File: config.mk
export PLATFORM = sky130hd
export DESIGN_NAME = servisia_spi_boot_flat
export DESIGN_NICKNAME = d
export VERILOG_FILES = /design/src/rtl/servisia_spi_boot_if.sv /design/src/rtl/servisia_spi_boot.sv /design/src/flat_wrapper.sv
export SDC_FILE = /design/constraint.sdc
export NUM_CORES = 1
export LEC_CHECK = 0
export CAP_MARGIN = 5
export CORE_ASPECT_RATIO = 1.75
export CORE_MARGIN = 5
export CORE_UTILIZATION = 55
export DETAILED_ROUTE_END_ITERATION = 8
export PLACE_DENSITY_LB_ADDON = 0.25
export SLEW_MARGIN = 20
export SYNTH_ARGS = -nofsm -noshare
export SYNTH_HDL_FRONTEND = slang
export SYNTH_SLANG_ARGS = --single-unit
export TNS_END_PERCENT = 100
File: constraint.sdc
create_clock -name clk_i -period 2.7 [get_ports clk_i]
set_clock_uncertainty 0.15 [all_clocks]
set_input_delay 0.27 -clock clk_i [delete_from_list [all_inputs] [get_ports clk_i]]
set_output_delay 0.27 -clock clk_i [all_outputs]
set_load 0.01 [all_outputs]
File: src/rtl/servisia_spi_boot_if.sv
// Boot loader bus bundle: SPI flash lines toward the flash, SRAM byte write port and core control.
// The master side is the boot loader; the slave side is the flash/SRAM/core environment.
interface servisia_spi_boot_if #(
  parameter int unsigned AW = 21
) ();
  logic          spi_sck_o;
  logic          spi_cs_no;
  logic          spi_mosi_o;
  logic          spi_miso_i;
  logic [AW-1:0] sram_waddr_o;
  logic [7:0]    sram_wdata_o;
  logic          sram_wen_o;
  logic          boot_done_o;
  logic          core_rst_o;

  modport master (
    output spi_sck_o, spi_cs_no, spi_mosi_o, sram_waddr_o, sram_wdata_o, sram_wen_o,
           boot_done_o, core_rst_o,
    input  spi_miso_i
  );

  modport slave (
    input  spi_sck_o, spi_cs_no, spi_mosi_o, sram_waddr_o, sram_wdata_o, sram_wen_o,
           boot_done_o, core_rst_o,
    output spi_miso_i
  );
endinterface

File: src/rtl/servisia_spi_boot.sv
// SPI NOR boot loader: issues READ at address 0, copies BOOT_BYTES into SRAM from address 0,
// then releases the core reset. Terminal after loading until the next reset.
module servisia_spi_boot #(
  parameter int unsigned AW         = 21,
  parameter int unsigned BOOT_BYTES = 1024,
  parameter int unsigned CLK_DIV    = 2,
  parameter logic [7:0]  READ_CMD   = 8'h03
) (
  input  logic                 clk_i,
  input  logic                 rst_i,
  servisia_spi_boot_if.master  boot_if
);

  localparam int unsigned TotalBits = 32 + 8 * BOOT_BYTES;
  localparam int unsigned CntW      = $clog2(TotalBits + 1);
  localparam int unsigned DivW      = (CLK_DIV > 1) ? $clog2(CLK_DIV) : 1;

  typedef enum logic [2:0] {StIdle, StCmd, StAddr, StData, StDone} state_e;

  state_e          r_state, w_state_next;
  logic [DivW-1:0] r_div, w_div_next;
  logic [CntW-1:0] r_bit_cnt, w_bit_cnt_next, w_bit_cnt_inc;
  logic [7:0]      r_shift, w_shift_next;
  logic [7:0]      r_wdata, w_wdata_next;
  logic [AW-1:0]   r_waddr, w_waddr_next;
  logic            r_sck, w_sck_next;
  logic            r_cs_n, w_cs_n_next;
  logic            r_mosi, w_mosi_next;
  logic            r_wen, w_wen_next;
  logic            r_boot_done, w_boot_done_next;
  logic            r_core_rst, w_core_rst_next;
  logic            w_tick;

  assign w_tick        = (r_div == DivW'(CLK_DIV - 1));
  assign w_bit_cnt_inc = r_bit_cnt + CntW'(1);

  always_comb begin
    w_state_next     = r_state;
    w_div_next       = r_div;
    w_sck_next       = r_sck;
    w_cs_n_next      = r_cs_n;
    w_mosi_next      = r_mosi;
    w_bit_cnt_next   = r_bit_cnt;
    w_shift_next     = r_shift;
    w_wen_next       = 1'b0;
    w_waddr_next     = r_waddr;
    w_wdata_next     = r_wdata;
    w_boot_done_next = r_boot_done;
    w_core_rst_next  = r_core_rst;

    unique case (r_state)
      StIdle: begin
        w_cs_n_next  = 1'b0;
        w_mosi_next  = READ_CMD[7];
        w_div_next   = '0;
        w_state_next = StCmd;
      end
      StCmd, StAddr, StData: begin
        if (w_tick) begin
          w_div_next = '0;
          w_sck_next = ~r_sck;
          if (!r_sck) begin
            w_shift_next   = {r_shift[6:0], boot_if.spi_miso_i};
            w_bit_cnt_next = w_bit_cnt_inc;
            if (r_state == StCmd && w_bit_cnt_inc == CntW'(8)) w_state_next = StAddr;
            if (r_state == StAddr && w_bit_cnt_inc == CntW'(32)) w_state_next = StData;
            // Data starts on a byte boundary, so the low count bits mark byte completion.
            if (r_state == StData && w_bit_cnt_inc[2:0] == 3'd0) begin
              w_wen_next   = 1'b1;
              w_wdata_next = w_shift_next;
              w_waddr_next = (r_bit_cnt == CntW'(39)) ? '0 : r_waddr + AW'(1);
            end
          end else if (r_bit_cnt == CntW'(TotalBits)) begin
            w_cs_n_next  = 1'b1;
            w_mosi_next  = 1'b0;
            w_state_next = StDone;
          end else begin
            w_mosi_next = (r_bit_cnt < CntW'(8)) ? READ_CMD[3'd7 - r_bit_cnt[2:0]] : 1'b0;
          end
        end else begin
          w_div_next = r_div + DivW'(1);
        end
      end
      StDone: begin
        w_sck_next       = 1'b0;
        w_cs_n_next      = 1'b1;
        w_mosi_next      = 1'b0;
        w_boot_done_next = 1'b1;
        w_core_rst_next  = 1'b0;
      end
      default: w_state_next = StIdle;
    endcase
  end

  always_ff @(posedge clk_i or posedge rst_i) begin
    if (rst_i) begin
      r_state     <= StIdle;
      r_div       <= '0;
      r_sck       <= 1'b0;
      r_cs_n      <= 1'b1;
      r_mosi      <= 1'b0;
      r_bit_cnt   <= '0;
      r_shift     <= '0;
      r_wen       <= 1'b0;
      r_waddr     <= '0;
      r_wdata     <= '0;
      r_boot_done <= 1'b0;
      r_core_rst  <= 1'b1;
    end else begin
      r_state     <= w_state_next;
      r_div       <= w_div_next;
      r_sck       <= w_sck_next;
      r_cs_n      <= w_cs_n_next;
      r_mosi      <= w_mosi_next;
      r_bit_cnt   <= w_bit_cnt_next;
      r_shift     <= w_shift_next;
      r_wen       <= w_wen_next;
      r_waddr     <= w_waddr_next;
      r_wdata     <= w_wdata_next;
      r_boot_done <= w_boot_done_next;
      r_core_rst  <= w_core_rst_next;
    end
  end

  assign boot_if.spi_sck_o    = r_sck;
  assign boot_if.spi_cs_no    = r_cs_n;
  assign boot_if.spi_mosi_o   = r_mosi;
  assign boot_if.sram_waddr_o = r_waddr;
  assign boot_if.sram_wdata_o = r_wdata;
  assign boot_if.sram_wen_o   = r_wen;
  assign boot_if.boot_done_o  = r_boot_done;
  assign boot_if.core_rst_o   = r_core_rst;

endmodule
File: src/flat_wrapper.sv
// flat-port wrapper written by rule: the top's interface ports become plain ports
module servisia_spi_boot_flat 
#(
  parameter int unsigned AW         = 21,
  parameter int unsigned BOOT_BYTES = 1024,
  parameter int unsigned CLK_DIV    = 2,
  parameter logic [7:0]  READ_CMD   = 8'h03
)
  (clk_i, rst_i, boot_if_spi_sck_o, boot_if_spi_cs_no, boot_if_spi_mosi_o, boot_if_sram_waddr_o, boot_if_sram_wdata_o, boot_if_sram_wen_o, boot_if_boot_done_o, boot_if_core_rst_o, boot_if_spi_miso_i);
  servisia_spi_boot_if #(.AW(AW)) boot_if_i ();
  input  logic clk_i;
  input  logic rst_i;
  output wire logic [$bits(boot_if_i.spi_sck_o)-1:0] boot_if_spi_sck_o;
  output wire logic [$bits(boot_if_i.spi_cs_no)-1:0] boot_if_spi_cs_no;
  output wire logic [$bits(boot_if_i.spi_mosi_o)-1:0] boot_if_spi_mosi_o;
  output wire logic [$bits(boot_if_i.sram_waddr_o)-1:0] boot_if_sram_waddr_o;
  output wire logic [$bits(boot_if_i.sram_wdata_o)-1:0] boot_if_sram_wdata_o;
  output wire logic [$bits(boot_if_i.sram_wen_o)-1:0] boot_if_sram_wen_o;
  output wire logic [$bits(boot_if_i.boot_done_o)-1:0] boot_if_boot_done_o;
  output wire logic [$bits(boot_if_i.core_rst_o)-1:0] boot_if_core_rst_o;
  input wire logic [$bits(boot_if_i.spi_miso_i)-1:0] boot_if_spi_miso_i;
  assign boot_if_spi_sck_o = boot_if_i.spi_sck_o;
  assign boot_if_spi_cs_no = boot_if_i.spi_cs_no;
  assign boot_if_spi_mosi_o = boot_if_i.spi_mosi_o;
  assign boot_if_sram_waddr_o = boot_if_i.sram_waddr_o;
  assign boot_if_sram_wdata_o = boot_if_i.sram_wdata_o;
  assign boot_if_sram_wen_o = boot_if_i.sram_wen_o;
  assign boot_if_boot_done_o = boot_if_i.boot_done_o;
  assign boot_if_core_rst_o = boot_if_i.core_rst_o;
  assign boot_if_i.spi_miso_i = boot_if_spi_miso_i;
  servisia_spi_boot #(.AW(AW), .BOOT_BYTES(BOOT_BYTES), .CLK_DIV(CLK_DIV), .READ_CMD(READ_CMD)) u_core (.clk_i(clk_i), .rst_i(rst_i), .boot_if(boot_if_i));
endmodule
Word level (Yosys, flattened, before mapping)
Memories as Yosys holds them, arrays and structs flattened.
Cells that the tools add are included.

cells by class
  add/subtract/negate cells = 4
  $lt $le $gt $ge = 2
  equal/unequal tests = 13
  muxes and demuxes = 25
  bitwise logic cells = 2
  reductions and logical operators = 17

operators by type and width
  operator               number
  $eq 14x6->1 const B    2
  $add 21x1->21 const B  1
  $mux 21                1
  $mux 3                 5
  $add 14x1->14 const B  1
  $eq 14x14->1 const B   1
  $eq 14x4->1 const B    1
  $lt 14x4->1 const B    1
  $mux 1                 14
  $reduce_and 4->1       3
  $pmux 3 s3             1
  $eq 3x2->1 const B     2
  $logic_not 3->1        2
  $ne 2x1->1 const B     3
  $pmux 1 s2             3
  $reduce_and 3->1       2
  $reduce_bool 2->1      3
  $lt 3x4->1 const B     1
  $ne 4x1->1 const B     1
  $eq 3x1->1 const B     1
  $eq 3x3->1 const B     1
  $logic_and 1x1->1      3
  $ne 3x3->1 const B     1
  $pmux 1 s3             1
  other kinds (7)        8

word-level totals
  flip-flop bits (word level) = 60
  bits in read-only memories = 8
  input port bits = 3
  output and inout bits = 35
  word-level logic and storage cells = 76
  memories = 1

memories
  name             words  bits a word  rd ports  clocked after Yosys merged registers in  write ports  line                     RTL
  (no name shown)  8      1            1         0                                        0            servisia_spi_boot.sv:78  w_mosi_next = (r_bit_cnt < CntW'(8)) ? READ_CMD[3'd7 - r_bit_cnt[2:0]] : 1'b0;

Logic depth before layout (Yosys ltp)
Gate-level depths: netlist of the first run.

  depth in word-level cells = 8
  mapped depth = 9
  mapped depth without buffers = 8

Worst setup path after synthesis of the first run
No wires, ideal clock.

  kind = flip-flop to flip-flop
  start point = reg u_core.r_bit_cnt[0]
  end point = reg u_core.r_state[0]
  library setup time = 128 ps
  arrival = 1,984 ps
  data required time = 2,422 ps
  setup slack = 438 ps
  cell stages (with the launch flop) = 7
  buffers on the path = 0
  period minus slack after synthesis = 2,262 ps
  cell sequence = dfrtp_1 > ha_1 > ha_1 > a2111oi_1 > o2111ai_2 > o21ai_2 > mux2_1

on the way
  cells in the longest elaborated chain, start to end = 7
  elaborated cells between the ends (all ways) = 13
  those cells by class = add/sub: 1; eq/ne: 5; mux: 4; reduce/logical: 3

ends and longest elaborated chain
  item                         line                      RTL
  start: declaration           servisia_spi_boot.sv:22   logic [CntW-1:0] r_bit_cnt, w_bit_cnt_next, w_bit_cnt_inc;
  start signal: assignment     servisia_spi_boot.sv:115  r_bit_cnt <= w_bit_cnt_next;
  $add 14x1->14 (*)            servisia_spi_boot.sv:35   assign w_bit_cnt_inc = r_bit_cnt + CntW'(1);
  net u_core.w_bit_cnt_inc[2]  servisia_spi_boot.sv:22
  $eq 14x6->1                  servisia_spi_boot.sv:66   if (r_state == StAddr && w_bit_cnt_inc == CntW'(32)) w_state_next = StData;
  $logic_and 1x1->1            servisia_spi_boot.sv:66
  $mux 3                       servisia_spi_boot.sv:66
  $mux 3                       servisia_spi_boot.sv:62   if (!r_sck) begin
  $mux 3                       servisia_spi_boot.sv:59   if (w_tick) begin
  $pmux 3 s3                   servisia_spi_boot.sv:51   unique case (r_state)
  end signal: assignment       servisia_spi_boot.sv:97   r_state <= StIdle;
  end signal: assignment       servisia_spi_boot.sv:110  r_state <= w_state_next;
  end: declaration             servisia_spi_boot.sv:20   state_e r_state, w_state_next;

The timed path passes the listed nets; every way through them passes the cells marked *. The select of a mux whose other input is x is not followed.
A chain may end at the register's enable or synchronous reset.

Worst setup path after layout of the first run
Same ends and word-level chain as after synthesis.

==> results of run 1 <==
-- sequential cells by signal, indices dropped and copies added (netlist names) --
register                     flops
u_core.boot_if.boot_done_o       1
u_core.boot_if.core_rst_o        1
u_core.boot_if.spi_cs_no         1
u_core.boot_if.spi_mosi_o        1
u_core.boot_if.spi_sck_o         1
u_core.boot_if.sram_waddr_o     21
u_core.boot_if.sram_wdata_o      8
u_core.boot_if.sram_wen_o        1
u_core.r_bit_cnt                14
u_core.r_div                     1
u_core.r_shift                   7
u_core.r_state                   3
-- power groups by stage --
stage	logic, uW	clock network, uW	registers, uW
finish	28.2	827	909
global route	34.0	898	908
CTS	30.4	850	908
detailed placement	30.3	0	925
global placement	29.3	0	925
floorplan	17.2	0	924
-- routing by layer --
layer	up-vias	global-route usage, %	routed length (um)
met2	62	35.7	3600
li1	1233	-	-
met3	14	6.34	233
met5	-	0	0
met1	1218	23.5	2710
met4	0	11.8	179
-- worst max path at each step --
stage / startpoint / to / slack (ns) / cells after the start
floorplan: u_core.r_bit_cnt[0] / u_core.r_state[0] / 0.44 / 6
global placement: u_core.r_bit_cnt[0] / u_core.r_state[0] / 0.28 / 6
detailed placement: u_core.r_bit_cnt[0] / u_core.r_state[0] / 0.19 / 6
CTS: u_core.r_bit_cnt[0] / u_core.r_state[0] / 0.18 / 6
global route: u_core.r_bit_cnt[3] / u_core.r_state[0] / 0.06 / 6
finish: u_core.r_bit_cnt[0] / u_core.r_state[0] / 0.18 / 6
-- critical path: cells and delay by family, from the launching register on --
kind,cells,cell delay (ns)
AO/OA/AOI/OAI,3,0.87
adder cells (fa/ha/maj),2,0.62
multiplexers,1,0.34
flip-flops,1,0.41
-- stage by stage --
step | utilization, % | hold slack, ns | setup WS (ns)
2_1_floorplan | - | 0.225 | 0.438
3_3_place_gp | 64.2 | 0.302 | 0.281
3_5_place_dp | 64.2 | 0.313 | 0.194
4_1_cts | 67.8 | 0.137 | 0.179
5_1_grt | 67.8 | 0.175 | 0.0588
6_report | 67.8 | 0.140 | 0.183
-- cells by family (layout without fill, tap and decap cells) --
kind of cell,count (synthesis),in the layout,synth area share (%)
AO/OA/AOI/OAI,42,42,8.97
XOR/XNOR,27,27,7.60
adder cells (fa/ha/maj),4,4,1.61
buffers and inverters,25,67,3.74
flip-flops,60,60,48.3
multiplexers,2,2,0.684
AND/OR/NAND/NOR,178,178,29.1
-- cells in the mapped netlist, types with 3 or more instances --
cell type | count | area share, %
a21oi_1 | 6 | 0.97
and3_1 | 6 | 1.2
and2_1 | 3 | 0.60
ha_1 | 4 | 1.6
inv_1 | 7 | 0.84
nand3_1 | 25 | 4.0
o21ai_1 | 9 | 1.4
or3_1 | 4 | 0.80
o21ai_0 | 8 | 1.3
nand4_1 | 6 | 1.2
dfrtp_1 | 58 | 47
nand2_1 | 70 | 8.4
xnor2_1 | 11 | 3.1
nor2b_1 | 4 | 0.80
nand2b_1 | 5 | 1.0
and4_1 | 3 | 0.84
nor2_1 | 27 | 3.3
buf_2 | 6 | 0.97
nor3_1 | 10 | 1.6
clkbuf_1 | 8 | 0.97
xor2_1 | 16 | 4.5
o31ai_1 | 3 | 0.72
-- final cells by class --
type | instances | area, um2
Tap cell | 76 | 95.1
Sequential cell | 60 | 1500
Clock buffer | 14 | 173
Timing Repair Buffer | 44 | 435
Fill cell | 462 | 1780
Clock inverter | 1 | 30.0
Multi-Input combinational cell | 253 | 1490
Inverter | 8 | 30.0
==> results_dict.tcl, run 1 <==
set metrics [dict create \
    grt_max_degree 38 \
    layout.nets 383 \
    startpoint_type "flop" \
    clockBufferDepth 2 \
    chipWidth_um 66.9 \
    path_common_cell "ha_1" \
    power_frac_seq_pct 51.5 \
    ff2ff_path_depth 6 \
    max-cap-violations 0 \
    final_cell_mix "nand2_1, dfrtp_1, clkdlybuf4s50_1, nor2_1, nand3_1" \
    cts_tree "built" \
    fin_cells 456 \
    path_cells "ha_1, ha_1, a2111oi_1, o2111ai_2, o21ai_2, mux2_1" \
    htree_levels 3 \
    dpl.hpwl_mm 4.91 \
    drtIter0Drc 124 \
    postRouteAntennaNets 0 \
    cts_root_buf "clkbuf_8" \
    n_antenna_cell 0 \
    cts_setup_buffers 0 \
    drt_pass1_iterations 4 \
    antenna_found_initial 0 \
    p_sw_uw 354 \
    sw_frac_of_total_pct 20.0 \
    cts-hold-fix-buffers 0 \
    drc 0 \
    max_freq_mhz 397 \
    ys_seq_elements 60 \
    fin_crit_sh_pct 93.2 \
    synth_cell_type_count 55 \
    ios 38 \
    drive_gt1_share_pct 9.47 \
    clk_latency_ns 0.34 \
    seq_area_frac_synth_pct 48.3 \
    via_per_inst 5.54 \
    hp-class "in -> async" \
    clockPowerShare_pct 46.9 \
    vias 2527 \
    path_max_fanout 8 \
    total_leakage_power_uw 0.00170 \
    finalMaxSlewViolations 0 \
    dp_cells 441 \
    r2r-start "u_core.r_bit_cnt[0]" \
    placed_cell_area_um2 3560 \
    max_stage_delay_ns 0.41 \
    cp-end-kind "flop" \
    cts.sinks 60 \
    rsz0062_at_grt "no" \
    comb_power_share_pct 1.6 \
    initial_core_util_pct 56.2 \
    tns_ns 0 \
    wl_mm 6.73 \
    min_period_ns 2.52 \
    r2r_end "u_core.r_state[0]" \
    fin_area_um2 3760 \
    pwr_density_cell_nw_per_um2 469 \
    path_clk_slew_ns 0.06 \
    avgRoutedWirePerCell_um 14.7 \
    die-area_um2 7320 \
    rows 36 \
    avgSynthCellArea_um2 9.21 \
    worstPathArrival_ns 2.58 \
    core-area_um2 5540 \
    hold_viol 0 \
    status "finished, final reports clean" \
    cts_buffers 9 \
    synth_ff_type "dfrtp_1" \
    synthCells 338 \
    crit_path_top_delay_cell "dfrtp_1" \
    syn_nets 345 \
    worst_pin_slew_ns 0.539 \
    die_y_um 110 \
    ir_drop_mv 0.384 \
    grt_pass1_vias 2492 \
    worstPathRequired_ns 2.77 \
    ctsResizeCount 0 \
    relSlewSlack_pct 64.1 \
    ys_warn_count 0 \
    power.internal_uw 1410 \
    final_common_cell "nand2_1" \
    synth-edff-count 0 \
    critPathKind "reg -> reg" \
    area_growth_pct 20.8 \
    r2r_slack_ns 0.18 \
    grt.overflow.total 0 \
    setup_viol 0 \
    place_congestion 0.859 \
    io_buffers 37 \
    async_flop_share_pct 100 \
    grt.total_usage_pct 21.2 \
    finalPower_uw 1760 \
    grt_pass1_wl_mm 11.6 \
    synthesis.area_um2 3110 \
]
No activity file was read; power rests on OpenSTA's default activity.
==> inputs of run 2 (changes only) <==
--- a/config.mk
+++ b/config.mk
@@ -5,10 +5,11 @@
 export SDC_FILE = /design/constraint.sdc
 export NUM_CORES = 1
 export LEC_CHECK = 0
+export ABC_AREA = 1
 export CAP_MARGIN = 5
 export CORE_ASPECT_RATIO = 1.75
 export CORE_MARGIN = 5
-export CORE_UTILIZATION = 55
+export CORE_UTILIZATION = 24
 export DETAILED_ROUTE_END_ITERATION = 8
 export PLACE_DENSITY_LB_ADDON = 0.25
 export SLEW_MARGIN = 20
==> constraint.sdc (replaced) <==
create_clock -name clk_i -period 2.1 [get_ports clk_i]
set_clock_uncertainty 0.15 [all_clocks]
set_input_delay 0.21 -clock clk_i [delete_from_list [all_inputs] [get_ports clk_i]]
set_output_delay 0.21 -clock clk_i [all_outputs]
set_load 0.01 [all_outputs]
==> run 2 against run 1 <==
  * Non-clock buffer count increased by 19
  * Hold slack better by 0.15 ns
  * Clock-buffer cell count decreased by 4
  * Area after synthesis increased by 5.0%
  * Clock power rose by 110%
  * Combinational power grew 49%
  * Sequential cell count stayed put
  * Via count grew 20%
  * First-iteration DRC count shrank 15%
  * Die area up 120%
  * Largest power group is now clock
==> results_dict.tcl, run 2 <==
set metrics [dict create \
    ys_top_cells_by_count "nand2_1, dfrtp_1, inv_1" \
    drt_pass1_iterations 4 \
    layout.nets 499 \
    total_leakage_power_uw 0.00201 \
    synth_ff_type "dfrtp_1" \
    muxShareOfSynthArea_pct 0.345 \
    die_y_um 164 \
    drive_gt1_share_pct 15.9 \
    startpoint_type "flop" \
    yosysMostFrequentCell "nand2_1" \
    min_period_ns 2.03 \
    area_growth_pct 36.0 \
    grt.overflow.total 0 \
    r2r-start "u_core.r_bit_cnt[0]" \
    ys_warn_count 0 \
    relSlewSlack_pct 72.1 \
    synth_cell_type_count 36 \
    synth_top_area_share_pct 44.4 \
    core-area_um2 13400 \
    seq_area_um2 1510 \
    synth_xor_area_share_pct 0.804 \
    avgSynthCellArea_um2 7.65 \
    rsz0062_at_grt "yes" \
    path_clk_slew_ns 0.05 \
    antenna_found_initial 0 \
    hold_viol 0 \
    max_stage_delay_ns 0.39 \
    avgRoutedWirePerCell_um 12.9 \
    synth_adder_area_share_pct 1.53 \
    cts_root_buf "clkbuf_16" \
    r2r_end "u_core.boot_if.sram_waddr_o[15]" \
    initial_core_util_pct 24.4 \
    crit_path_top_delay_cell "dfrtp_1" \
    largest_reg_flops 21 \
    grt_pass1_wl_mm 14.6 \
    grt_pass1_vias 3046 \
    fin_crit_sh_pct 96.7 \
    dpl.hpwl_mm 6.62 \
    finalMaxSlewViolations 0 \
    tns_ns 0 \
    worstPathRequired_ns 2.21 \
    status "finished, final reports clean" \
    clockBufferDepth 2 \
    htree_levels 3 \
    r2r_slack_ns 0.07 \
    drtIter0Drc 105 \
    place_congestion 0.848 \
    ff2ff_path_depth 11 \
    io_buffers 37 \
    final_util_pct 33.2 \
    synthSimpleGateAreaFrac_pct 33.3 \
    netlist_top_cells_area "dfrtp_1, nand2_1, inv_1" \
    worstPathArrival_ns 2.14 \
    synthesis.area_um2 3270 \
    synth-edff-count 0 \
    path_common_cell "nand2_1" \
    die-area_um2 16100 \
    max-cap-violations 0 \
    wl_mm 8.69 \
    postRouteAntennaNets 0 \
    setup_viol 0 \
    seq_area_frac_synth_pct 46.0 \
    pwr_density_cell_nw_per_um2 656 \
    ir_drop_mv 0.457 \
    endpoint "u_core.boot_if.sram_waddr_o[15]" \
    clk_latency_ns 0.33 \
    async_flop_share_pct 100 \
    ys_seq_elements 60 \
    critPathKind "reg -> reg" \
    chipWidth_um 98.2 \
    rows 56 \
    yosysTopAreaCell "dfrtp_1" \
    startpoint "u_core.r_bit_cnt[0]" \
    path_cells "ha_4, ha_4, nand4_1, nor2_8, buf_4, nand4_1, nor2_1, nand2_1, nand2_1, nand2_1, nor2_1" \
    path_max_fanout 6 \
    grt.total_usage_pct 11.4 \
    cts_buffers 9 \
    n_antenna_cell 0 \
    max_freq_mhz 492 \
    cts.sinks 60 \
    multiInputGateArea_um2 1570 \
    hp-class "reg -> reg" \
    vias 3037 \
    drc 0 \
    worst_pin_slew_ns 0.414 \
    final_common_cell "nand2_1" \
    grt_max_degree 55 \
    syn_nets 434 \
    synth_top_family_by_area "simple AND/OR/NAND/NOR gates" \
    num-fill-cells 1409 \
    synth-compound-area-share_pct 9.88 \
    ios 38 \
    via_per_inst 4.53 \
    final_cell_mix "nand2_1, dfrtp_1, inv_1, o21ai_0, clkdlybuf4s50_1" \
    synthCells 427 \
    cts_tree "built" \
    cp-end-kind "flop" \
]
[run 2: cells by family (layout without fill, tap and decap cells)]
group                      count (synthesis)  count (layout)
adders and majority gates                  4               4
buffers and inverters                     67             137
AOI/OAI and AO/OA                         60              60
and+or+nand+nor                          232             232
muxes                                      1               1
xor gates and xnor gates                   3               3
DFF                                       60              60
[run 2: per-stage QoR]
step	worst slack, ns	instances	cell area [um2]	power [uW]	hold WS, ns
after floorplan	0.144	427	3270	1210	0.221
after global placement	-0.105	652	3990	1230	0.283
after detailed placement	-0.147	652	3990	1230	0.287
after CTS	0.0318	669	4370	2970	0.296
after global routing	-0.0694	671	4440	3030	0.312
final	0.0690	671	4440	2910	0.293
[run 2: critical path: cells and delay by family, from the launching register on]
kind / cells / cell delay [ns]
adder cells (fa/ha/maj): 2 / 0.31
buffers and inverters: 1 / 0.14
AND/OR/NAND/NOR: 8 / 0.98
flip-flops: 1 / 0.39
[run 2: cell type report]
class,instances,area share [%]
flip-flops and latches,60,34.0
repair buffers,63,13.2
multi-input cells,300,35.4
well taps,174,4.90
inverters,58,4.96
clock buffers,10,5.15
clock inverters,6,2.51
[run 2: worst min path at each step]
stage	startpoint	end	slack, ns	cells past startpoint
CTS	u_core.boot_if.core_rst_o	u_core.boot_if.core_rst_o	0.30	2
floorplan	boot_if_spi_miso_i	u_core.boot_if.sram_wdata_o[0]	0.22	2
global placement	u_core.boot_if.core_rst_o	u_core.boot_if.core_rst_o	0.28	2
global route	u_core.boot_if.core_rst_o	u_core.boot_if.core_rst_o	0.31	2
detailed placement	u_core.boot_if.core_rst_o	u_core.boot_if.core_rst_o	0.29	2
finish	u_core.boot_if.core_rst_o	u_core.boot_if.core_rst_o	0.29	2
[run 2: report_power, final]
part | total, uW | internal, uW | switching (uW)
registers | 1170 | 1160 | 3.44
clock network | 1700 | 1160 | 542
logic | 42.0 | 12.2 | 29.9
[run 2: what timing repair did]
action                     4_1_cts  5_1_grt
hold endpoints to repair         6        0
cloned                           0        0
pin swaps                        1        6
setup buffers                    0        2
hold buffers                     1        0
setup endpoints to repair       15       17
gates resized for setup          5       19
[run 2: layer usage]
layer	routed length, um	share of wire, %	vias up	GRT usage, %
li1	-	-	1516	-
met1	3270	38	1425	11.2
met2	4730	54	74	21.8
met3	345	4.0	22	2.80
met4	347	4.0	0	6.15
met5	0	0	-	0
